`config.mk`:
```
export PLATFORM = sky130hd
export DESIGN_NAME = axis_fifo_ctrl
export DESIGN_NICKNAME = d
export VERILOG_FILES = /design/src/rtl/axis_fifo_pkg.sv /design/src/rtl/axis_fifo_ptr.sv /design/src/rtl/axis_fifo_ctrl.sv
export SDC_FILE = /design/constraint.sdc
export NUM_CORES = 1
export LEC_CHECK = 0
export CAP_MARGIN = 20
export CORE_MARGIN = 1.5
export CORE_UTILIZATION = 52
export CTS_BUF_LIST = sky130_fd_sc_hd__clkbuf_4 sky130_fd_sc_hd__clkbuf_8 sky130_fd_sc_hd__clkbuf_16
export DETAILED_ROUTE_END_ITERATION = 10
export PLACE_DENSITY = 0.72
export SLEW_MARGIN = 40
export SYNTH_ARGS = -nofsm -noshare
export SYNTH_HDL_FRONTEND = slang
export SYNTH_HIERARCHICAL = 1
export SYNTH_SLANG_ARGS = --single-unit
```
`constraint.sdc`:
```
create_clock -name clk -period 3.18 [get_ports clk]
set_input_delay 0.477 -clock clk [delete_from_list [all_inputs] [get_ports clk]]
set_output_delay 0.477 -clock clk [all_outputs]
set_load 0.01 [all_outputs]
```
`src/rtl/axis_fifo_pkg.sv`:
```
// Shared helpers and defaults for the AXI-Stream FIFO slice.
package axis_fifo_pkg;

  localparam int unsigned DefWidth = 8;
  localparam int unsigned DefDepth = 10;

  // Pointer width; never below one bit, even for tiny depths.
  function automatic int unsigned ptr_w(input int unsigned depth);
    int unsigned w;
    w = $clog2(depth);
    return (w < 1) ? 1 : w;
  endfunction

  // Occupancy width; must be able to represent DEPTH itself.
  function automatic int unsigned cnt_w(input int unsigned depth);
    return $clog2(depth + 1);
  endfunction

endpackage

```
`src/rtl/axis_fifo_ptr.sv`:
```
// Wrapping FIFO pointer with phase bit; wraps at DEPTH-1 so DEPTH need not be a power of two.
module axis_fifo_ptr
  import axis_fifo_pkg::*;
#(
  parameter int unsigned DEPTH = DefDepth,
  localparam int unsigned PW = ptr_w(DEPTH)
) (
  input  logic          clk,
  input  logic          rst_n,
  input  logic          adv,
  output logic [PW-1:0] ptr,
  output logic          phase
);

  localparam logic [PW-1:0] LastIdx = PW'(DEPTH - 1);

  logic [PW-1:0] ptr_q, ptr_d;
  logic          phase_q, phase_d;

  // Next pointer: advance, wrapping to zero and toggling phase at the last entry.
  always_comb begin
    ptr_d   = ptr_q;
    phase_d = phase_q;
    if (adv) begin
      if (ptr_q == LastIdx) begin
        ptr_d   = '0;
        phase_d = ~phase_q;
      end else begin
        ptr_d = ptr_q + 1'b1;
      end
    end
  end

  // Pointer state register.
  always_ff @(posedge clk or negedge rst_n) begin
    if (!rst_n) begin
      ptr_q   <= '0;
      phase_q <= 1'b0;
    end else begin
      ptr_q   <= ptr_d;
      phase_q <= phase_d;
    end
  end

  assign ptr   = ptr_q;
  assign phase = phase_q;

endmodule

```
`src/rtl/axis_fifo_ctrl.sv`:
```
// AXI-Stream FIFO with valid/ready on both sides, last sideband, occupancy count and
// almost-full/almost-empty flags. Define AXIS_FIFO_PACKET_MODE_EN for store-and-forward:
// downstream is held off until a complete packet is stored (or the FIFO is full).
module axis_fifo_ctrl
  import axis_fifo_pkg::*;
#(
  parameter int unsigned WIDTH    = DefWidth,
  parameter int unsigned DEPTH    = DefDepth,
  parameter int unsigned AF_LEVEL = DEPTH - 2,
  parameter int unsigned AE_LEVEL = 2,
  localparam int unsigned PW = ptr_w(DEPTH),
  localparam int unsigned CW = cnt_w(DEPTH)
) (
  input  logic             clk,
  input  logic             rst_n,
  input  logic             up_valid,
  output logic             up_ready,
  input  logic [WIDTH-1:0] up_data,
  input  logic             up_last,
  output logic             down_valid,
  input  logic             down_ready,
  output logic [WIDTH-1:0] down_data,
  output logic             down_last,
  output logic [CW-1:0]    count,
  output logic             almost_full,
  output logic             almost_empty
);

  logic [PW-1:0] wr_ptr, rd_ptr;
  logic          wr_phase, rd_phase;
  logic          empty, full, push, pop;
  logic [CW-1:0] count_q, count_d;

  // Storage holds {last, data}; intentionally not reset.
  logic [WIDTH:0] mem [DEPTH];

  axis_fifo_ptr #(.DEPTH(DEPTH)) u_wr_ptr (
    .clk   (clk),
    .rst_n (rst_n),
    .adv   (push),
    .ptr   (wr_ptr),
    .phase (wr_phase)
  );

  axis_fifo_ptr #(.DEPTH(DEPTH)) u_rd_ptr (
    .clk   (clk),
    .rst_n (rst_n),
    .adv   (pop),
    .ptr   (rd_ptr),
    .phase (rd_phase)
  );

  assign empty    = (wr_ptr == rd_ptr) && (wr_phase == rd_phase);
  assign full     = (wr_ptr == rd_ptr) && (wr_phase != rd_phase);
  assign up_ready = !full;
  assign push     = up_valid && up_ready;
  assign pop      = down_valid && down_ready;

  // Write the accepted beat into the slot under the write pointer.
  always_ff @(posedge clk) begin
    if (push) begin
      mem[wr_ptr] <= {up_last, up_data};
    end
  end

  assign {down_last, down_data} = mem[rd_ptr];

  // Occupancy next-state; simultaneous push and pop cancel out.
  always_comb begin
    count_d = count_q;
    if (push && !pop) begin
      count_d = count_q + 1'b1;
    end else if (pop && !push) begin
      count_d = count_q - 1'b1;
    end
  end

  // Occupancy register.
  always_ff @(posedge clk or negedge rst_n) begin
    if (!rst_n) begin
      count_q <= '0;
    end else begin
      count_q <= count_d;
    end
  end

  assign count        = count_q;
  assign almost_full  = 32'(count_q) >= AF_LEVEL;
  assign almost_empty = 32'(count_q) <= AE_LEVEL;

`ifdef AXIS_FIFO_PACKET_MODE_EN
  logic [CW-1:0] pkt_q, pkt_d;
  logic          pkt_in, pkt_out;

  assign pkt_in  = push && up_last;
  assign pkt_out = pop && down_last;

  // Complete-packet count: +1 when a last beat enters, -1 when one leaves.
  always_comb begin
    pkt_d = pkt_q;
    if (pkt_in && !pkt_out) begin
      pkt_d = pkt_q + 1'b1;
    end else if (pkt_out && !pkt_in) begin
      pkt_d = pkt_q - 1'b1;
    end
  end

  // Packet count register.
  always_ff @(posedge clk or negedge rst_n) begin
    if (!rst_n) begin
      pkt_q <= '0;
    end else begin
      pkt_q <= pkt_d;
    end
  end

  // A full FIFO is released even without a complete packet so oversize packets drain.
  assign down_valid = !empty && ((pkt_q != '0) || full);
`else
  assign down_valid = !empty;
`endif

endmodule

```
==> results of run 1 <==
-- kinds of logic after synthesis --
logic type,synth area share (%)
AO/OA/AOI/OAI,7.54
buffers and inverters,2.16
XOR/XNOR,2.55
AND/OR/NAND/NOR,6.37
adder cells (fa/ha/maj),1.29
multiplexers,11.7
flip-flops,68.4
-- state kept, by name (all words and copies together), names as in the netlist --
name            cells
count               4
mem                90
u_rd_ptr/phase      1
u_rd_ptr/ptr        4
u_wr_ptr/phase      1
u_wr_ptr/ptr        4
-- routing by layer --
layer,GRT usage (%),part of all wire [%],vias to the layer above
met4,7.48,1.3,0
met3,3.03,3.3,10
met5,0,0,-
li1,-,-,1171
met1,28.3,47,1252
met2,29.6,49,46
-- area by class of cell --
cell class	instances	area (um2)	share of cell area (%)
clock inverters	6	57.6	1.12
multi-input cells	154	1310	25.6
inverters	1	3.75	0.0732
flip-flops and latches	104	3050	59.5
well taps	105	131	2.56
clock buffers	10	131	2.56
repair buffers	49	440	8.58
-- path summary, 6_finish.rpt --
| path | from | endpoint | slack [ps] | cells after the start |
|---|---|---|---|---|
| worst max-delay path | u_rd_ptr/ptr[2]$_DFFE_PN0P_ | down_data[7] | 180 | 5 |
| worst max register to register | u_wr_ptr/ptr[0]$_DFFE_PN0P_ | count[3]$_DFFE_PN0P_ | 400 | 9 |
| worst min register to register | u_wr_ptr/phase$_DFFE_PN0P_ | u_wr_ptr/phase$_DFFE_PN0P_ | 490 | 1 |
| max in group asynchronous | rst_n | u_rd_ptr/ptr[1]$_DFFE_PN0P_ | 2220 | 1 |
| worst min-delay path | u_wr_ptr/phase$_DFFE_PN0P_ | u_wr_ptr/phase$_DFFE_PN0P_ | 490 | 1 |
| min in group asynchronous | rst_n | u_wr_ptr/ptr[1]$_DFFE_PN0P_ | 510 | 1 |
-- through the flow --
stage                     setup slack [ps]  area (um2)  power, uW
after floorplan                        284        4460       3180
after global placement                 448        4940       3830
after detailed placement               330        4940       3880
after CTS                             76.0        5130       4670
after global routing                  31.9        5130       4910
final                                  181        5130       4630
-- power by group through the flow --
| stage | sequential, uW | combinational, uW | clock (uW) |
|---|---|---|---|
| after floorplan | 1900 | 1280 | 0 |
| after global placement | 1900 | 1930 | 0 |
| after detailed placement | 1910 | 1970 | 0 |
| after CTS | 1880 | 1980 | 809 |
| after global routing | 1910 | 2150 | 855 |
| final | 1870 | 1960 | 791 |
-- Yosys cell counts, types with 2 or more instances --
| master | instances | area (um2) |
|---|---|---|
| edfxtp_1 | 90 | 2700 |
| a21oi_1 | 21 | 105 |
| mux2_2 | 19 | 214 |
| a22oi_1 | 18 | 135 |
| dfrtp_1 | 14 | 350 |
| nand3_1 | 12 | 60.1 |
| mux2i_1 | 10 | 100 |
| mux4_2 | 8 | 180 |
| xnor2_1 | 8 | 70.1 |
| nor2b_1 | 7 | 43.8 |
| o21ai_0 | 6 | 30.0 |
| clkbuf_1 | 5 | 18.8 |
| nand2_1 | 5 | 18.8 |
| xor2_1 | 5 | 43.8 |
| buf_4 | 4 | 30.0 |
| buf_6 | 3 | 33.8 |
| ha_1 | 3 | 37.5 |
| nand4_1 | 3 | 18.8 |
| nor3_1 | 3 | 15.0 |
| a21o_2 | 2 | 17.5 |
| and4b_2 | 2 | 22.5 |
| buf_2 | 2 | 10.0 |
| nand2_2 | 2 | 12.5 |
| nor2_1 | 2 | 7.51 |
| nor2b_2 | 2 | 17.5 |
| nor3b_2 | 2 | 25.0 |
| o211ai_1 | 2 | 15.0 |
-- critical path, cell delays in order (launching register included) --
cell,delay (ps)
dfrtp_1,410
buf_4,400
mux4_2,570
mux2i_1,180
a22oi_1,100
clkdlybuf4s50_1,490
-- timing repair --
item / CTS / global route
setup buffers: 0 / 0
resized for setup: 0 / 1
setup endpoints to repair: 0 / 1
hold buffers: 0 / 0
==> run metrics, run 1 <==
htree depth 3; setup total negative slack 0 ps; CTS max path bufs 2; Via Count ~2500; Seq/Total Area, Yosys between 60 and 70%; crit-path max FO 31; Int Power approximately 3000 uW; outcome completed; Comb power frac 42.4%; final-layout fill cell count 609; CTS tree yes; largest net degree at the start of global routing 32; fin crit period between 2000 and 3000 ps; Post-synth EDFFs 90; Root Driver clkbuf_8; routed len/inst about 19 um; Sink Count 104; worst skew pair latency approximately 370 ps; Synth Instances 273; Die Wd around 96 um; Final Skew 15.9 ps; # IOs 30; fmax between 300 and 400 MHz; die area between 0.009 and 0.01 mm2; DIE HEIGHT between 90 and 100 um; Core ar. roughly 0.0083 mm2; remaining antenna violation count 0; Hold Path Class flop to flop; final core utilization 62.1%; hpwl dp between 5000 and 6000 um; Crit Path Class flop to output port; layout cells sized above 1 between 20 and 25%; ys async rst share ~13%; synth warn 6; worst path arrival time around 2500 ps; area growth from synthesis to layout 15.0%; Hold Fails Final Rpt 0; mapped cell area 0.00446 mm2; Synth Flop Type edfxtp_1; routed wire length roughly 8000 um; final hold slack 491 ps; Max rail drop VDD roughly 0.57 mV; period utilization a little over nine tenths; final count of negative-setup-slack endpoints 0; Sw Ratio 35.3%; final net count ~340; Site Rows 33; placed cell count 413; Slew headroom a little under three fifths; DRC viols 0; maxcap violations 0; GP Congestion ~0.8; IO Port Bufs 29; Reg power frac slightly above 40%; Yosys cell types 40; Net Switching ~1600 uW; syn_area_per_cell 16.3 um2; initial antenna violation count 0; Leak 0.00175 uW; initial core utilization 54.0%; fin cells between 400 and 500; clock share of power between 10% and 20%; clock slew at reported path FFs approximately 100 ps; DR vias/cell approximately 5.8; CTS Buf Count 9; Req. time, crit path around 2700 ps; ant diodes 0; final slew viol count 0; number of synthesized register bits 104; GR Overflow Total 0; drt initial violations ~290; RSZ-0062 raised after global routing false; PwrDens between 900 and 1000 mW/mm2; Pre-Repair DR Iteration Count 4; first-pass GRT wire length ~13000 um; most frequent cells in the layout edfxtp_1 (90), clkdlybuf4s50_1 (29), a21oi_1 (21); most common cell after layout, fill and taps aside edfxtp_1; vias in the first global route between 2000 and 2500; gr usage total about 19%; Slew @ Worst Pin about 650 ps; Worst setup SP type flop; Setup crit end kind output port; synthesized net count 290
No activity file was read; power rests on OpenSTA's default activity.
==> run 2: changes to the inputs <==
==> constraint.sdc (replaced) <==
create_clock -name clk -period 3.1 [get_ports clk]
set_input_delay 0.465 -clock clk [delete_from_list [all_inputs] [get_ports clk]]
set_output_delay 0.465 -clock clk [all_outputs]
set_load 0.01 [all_outputs]
==> run metrics, run 2 (synthesis gave the netlist of run 1 again) <==
Setup crit end kind output port (unchanged); outcome completed (unchanged); Top Family by Delay on Critical Path buffers and inverters (unchanged); final net count 337 (was 336); max FFs per register 90 (unchanged); maxcap violations 0 (unchanged); clock slew at reported path FFs 100 ps (about the same); r2r setup slk 350 ps (was 400 ps); final slew viol count 0 (unchanged); routed wire length 7860 um (was 8030 um); most flop-heavy register mem (unchanged); Sink Count 104 (unchanged); gr usage total 18.8% (was 19.5%); htree depth 3 (unchanged); fmax 348 MHz; CTS tree yes (unchanged); worst skew pair latency 370 ps (about the same); largest net degree at the start of global routing 32 (unchanged); vias in the first global route 2365 (was 2377); # Post-CTS Setup Buffers 0 (unchanged); fin crit period ~2900 ps; Die Wd 95.6 um (unchanged); Leak 0.00176 uW (was 0.00175 uW); Worst setup SP type flop (unchanged); Site Rows 33 (unchanged); routed len/inst 18.3 um (was 18.7 um); layout cells sized above 1 23.1% (about the same); initial core utilization 54.0% (unchanged); R2R Path Start u_rd_ptr/ptr[3]$_DFFE_PN0P_ (was u_wr_ptr/ptr[0]$_DFFE_PN0P_); initial antenna violation count 0 (unchanged); setup total negative slack 0 ps (unchanged); area growth from synthesis to layout 15.4% (was 15.0%); Pre-Repair DR Iteration Count 4 (unchanged); crit-path max FO 17 (was 31); most common cell after layout, fill and taps aside edfxtp_1 (unchanged); Req. time, crit path 2630 ps (was 2700 ps); Slew headroom 55.2% (was 56.4%); DR vias/cell 5.63 (was 5.78); Worst Path Buf+Inv 2 (unchanged); Cell Chain, Critical Path buf_4, mux4_1, mux2i_1, a22oi_1, clkdlybuf4s50_1 (was buf_4, mux4_2, mux2i_1, a22oi_1, clkdlybuf4s50_1); # IOs 30 (unchanged); Slew @ Worst Pin 671 ps (was 652 ps); hold_sp u_rd_ptr/phase$_DFFE_PN0P_ (was u_wr_ptr/phase$_DFFE_PN0P_); period utilization slightly above 90%; DIE HEIGHT 95.6 um (unchanged); Via Count 2420 (was 2479); WHS Endpoint u_rd_ptr/phase$_DFFE_PN0P_ (was u_wr_ptr/phase$_DFFE_PN0P_); cts hold-fix bufs 0 (unchanged); worst path arrival time 2410 ps (was 2520 ps); slowest library cell on the worst path mux4_1 (was mux4_2); final setup margin 226 ps (was 181 ps); Hold Fails Final Rpt 0 (unchanged); GR Overflow Total 0 (unchanged); final std cell area, no fill 0.00515 mm2 (was 0.00513 mm2); first-pass GRT wire length 12400 um (was 12800 um); Worst R2R End count[3]$_DFFE_PN0P_ (unchanged); remaining antenna violation count 0 (unchanged); pre-CTS WS 265 ps (was 330 ps); CTS max path bufs 2 (unchanged); DRC viols 0 (unchanged); ant diodes 0 (unchanged); drt initial violations 150 (was 289); Core ar. 0.00826 mm2 (unchanged); Placed Area 0.00496 mm2 (was 0.00494 mm2); IO Port Bufs 29 (unchanged); hpwl dp 5350 um (was 5310 um); final count of negative-setup-slack endpoints 0 (unchanged); Hold Path Class flop to flop (unchanged); Worst R2R Path Depth 9 (unchanged); Root Driver clkbuf_8 (unchanged); PwrDens 924 mW/mm2 (was 902 mW/mm2); RSZ-0062 raised after global routing false (unchanged); worst hold stages 1 (unchanged); Final Skew 15.5 ps (was 15.9 ps); CTS Buf Count 9 (unchanged); most frequent cells in the layout edfxtp_1 (90), clkdlybuf4s50_1 (29), a21oi_1 (21) (unchanged); Resized cells post-CTS 0 (unchanged); Crit Path Class flop to output port (unchanged); Max rail drop VDD 0.609 mV (was 0.571 mV); CP max stage delay 600 ps (was 570 ps); die area 0.00915 mm2 (unchanged); GP Congestion 0.754 (was 0.781)
-- run 2: cell types whose count changed in the layout (fill, tap and decap cells not counted), sizes merged --
cell / change
buf: +1
-- run 2: per-layer routing --
metal | GRT usage [%] | part of all wire, %
met5 | 0 | 0
met4 | 6.00 | 0.38
met3 | 3.67 | 3.0
met2 | 29.6 | 49
met1 | 26.6 | 48
-- run 2: stage by stage --
step,cells,utilization (%),power [uW],hold WS [ps]
finish,430,62.4,4760,502
global route,430,62.4,5070,510
CTS,430,62.4,4800,503
detailed placement,414,60.1,4010,483
global placement,414,60.1,3960,473
floorplan,273,-,3260,169
-- run 2: area by class of cell --
class                           instances  area (um2)
Inverter                                1        3.75
Clock buffer                           10         131
Timing Repair Buffer                   50         460
Sequential cell                       104        3050
Clock inverter                          6        57.6
Fill cell                             627        3110
Tap cell                              105         131
Multi-Input combinational cell        154        1310
-- run 2: worst max-delay path by stage --
stage	slack (ps)	from	cells past startpoint	endpoint
floorplan	200	u_rd_ptr/ptr[2]$_DFFE_PN0P_	10	count[3]$_DFFE_PN0P_
global placement	380	up_valid	8	count[3]$_DFFE_PN0P_
finish	230	u_rd_ptr/ptr[1]$_DFFE_PN0P_	5	down_last
CTS	180	u_rd_ptr/ptr[1]$_DFFE_PN0P_	5	down_last
detailed placement	270	up_valid	8	count[3]$_DFFE_PN0P_
global route	60	u_rd_ptr/ptr[1]$_DFFE_PN0P_	5	down_data[1]
-- run 2: where the power goes --
group / leakage [uW] / switching (uW) / internal (uW) / total [uW]
Sequential: 0.000982 / 163 / 1750 / 1920
Combinational: 0.000680 / 1020 / 1020 / 2040
Clock: 0.0000991 / 480 / 323 / 803
Total: 0.00176 / 1660 / 3100 / 4760
-- run 2: worst reg2reg max path, stage by stage (launching register included) --
cell	delay [ps]
dfrtp_1	490
xnor2_1	190
and4_1	220
a21boi_0	250
ha_1	290
inv_1	130
ha_1	360
or4_1	490
o211ai_1	110
o211ai_1	100
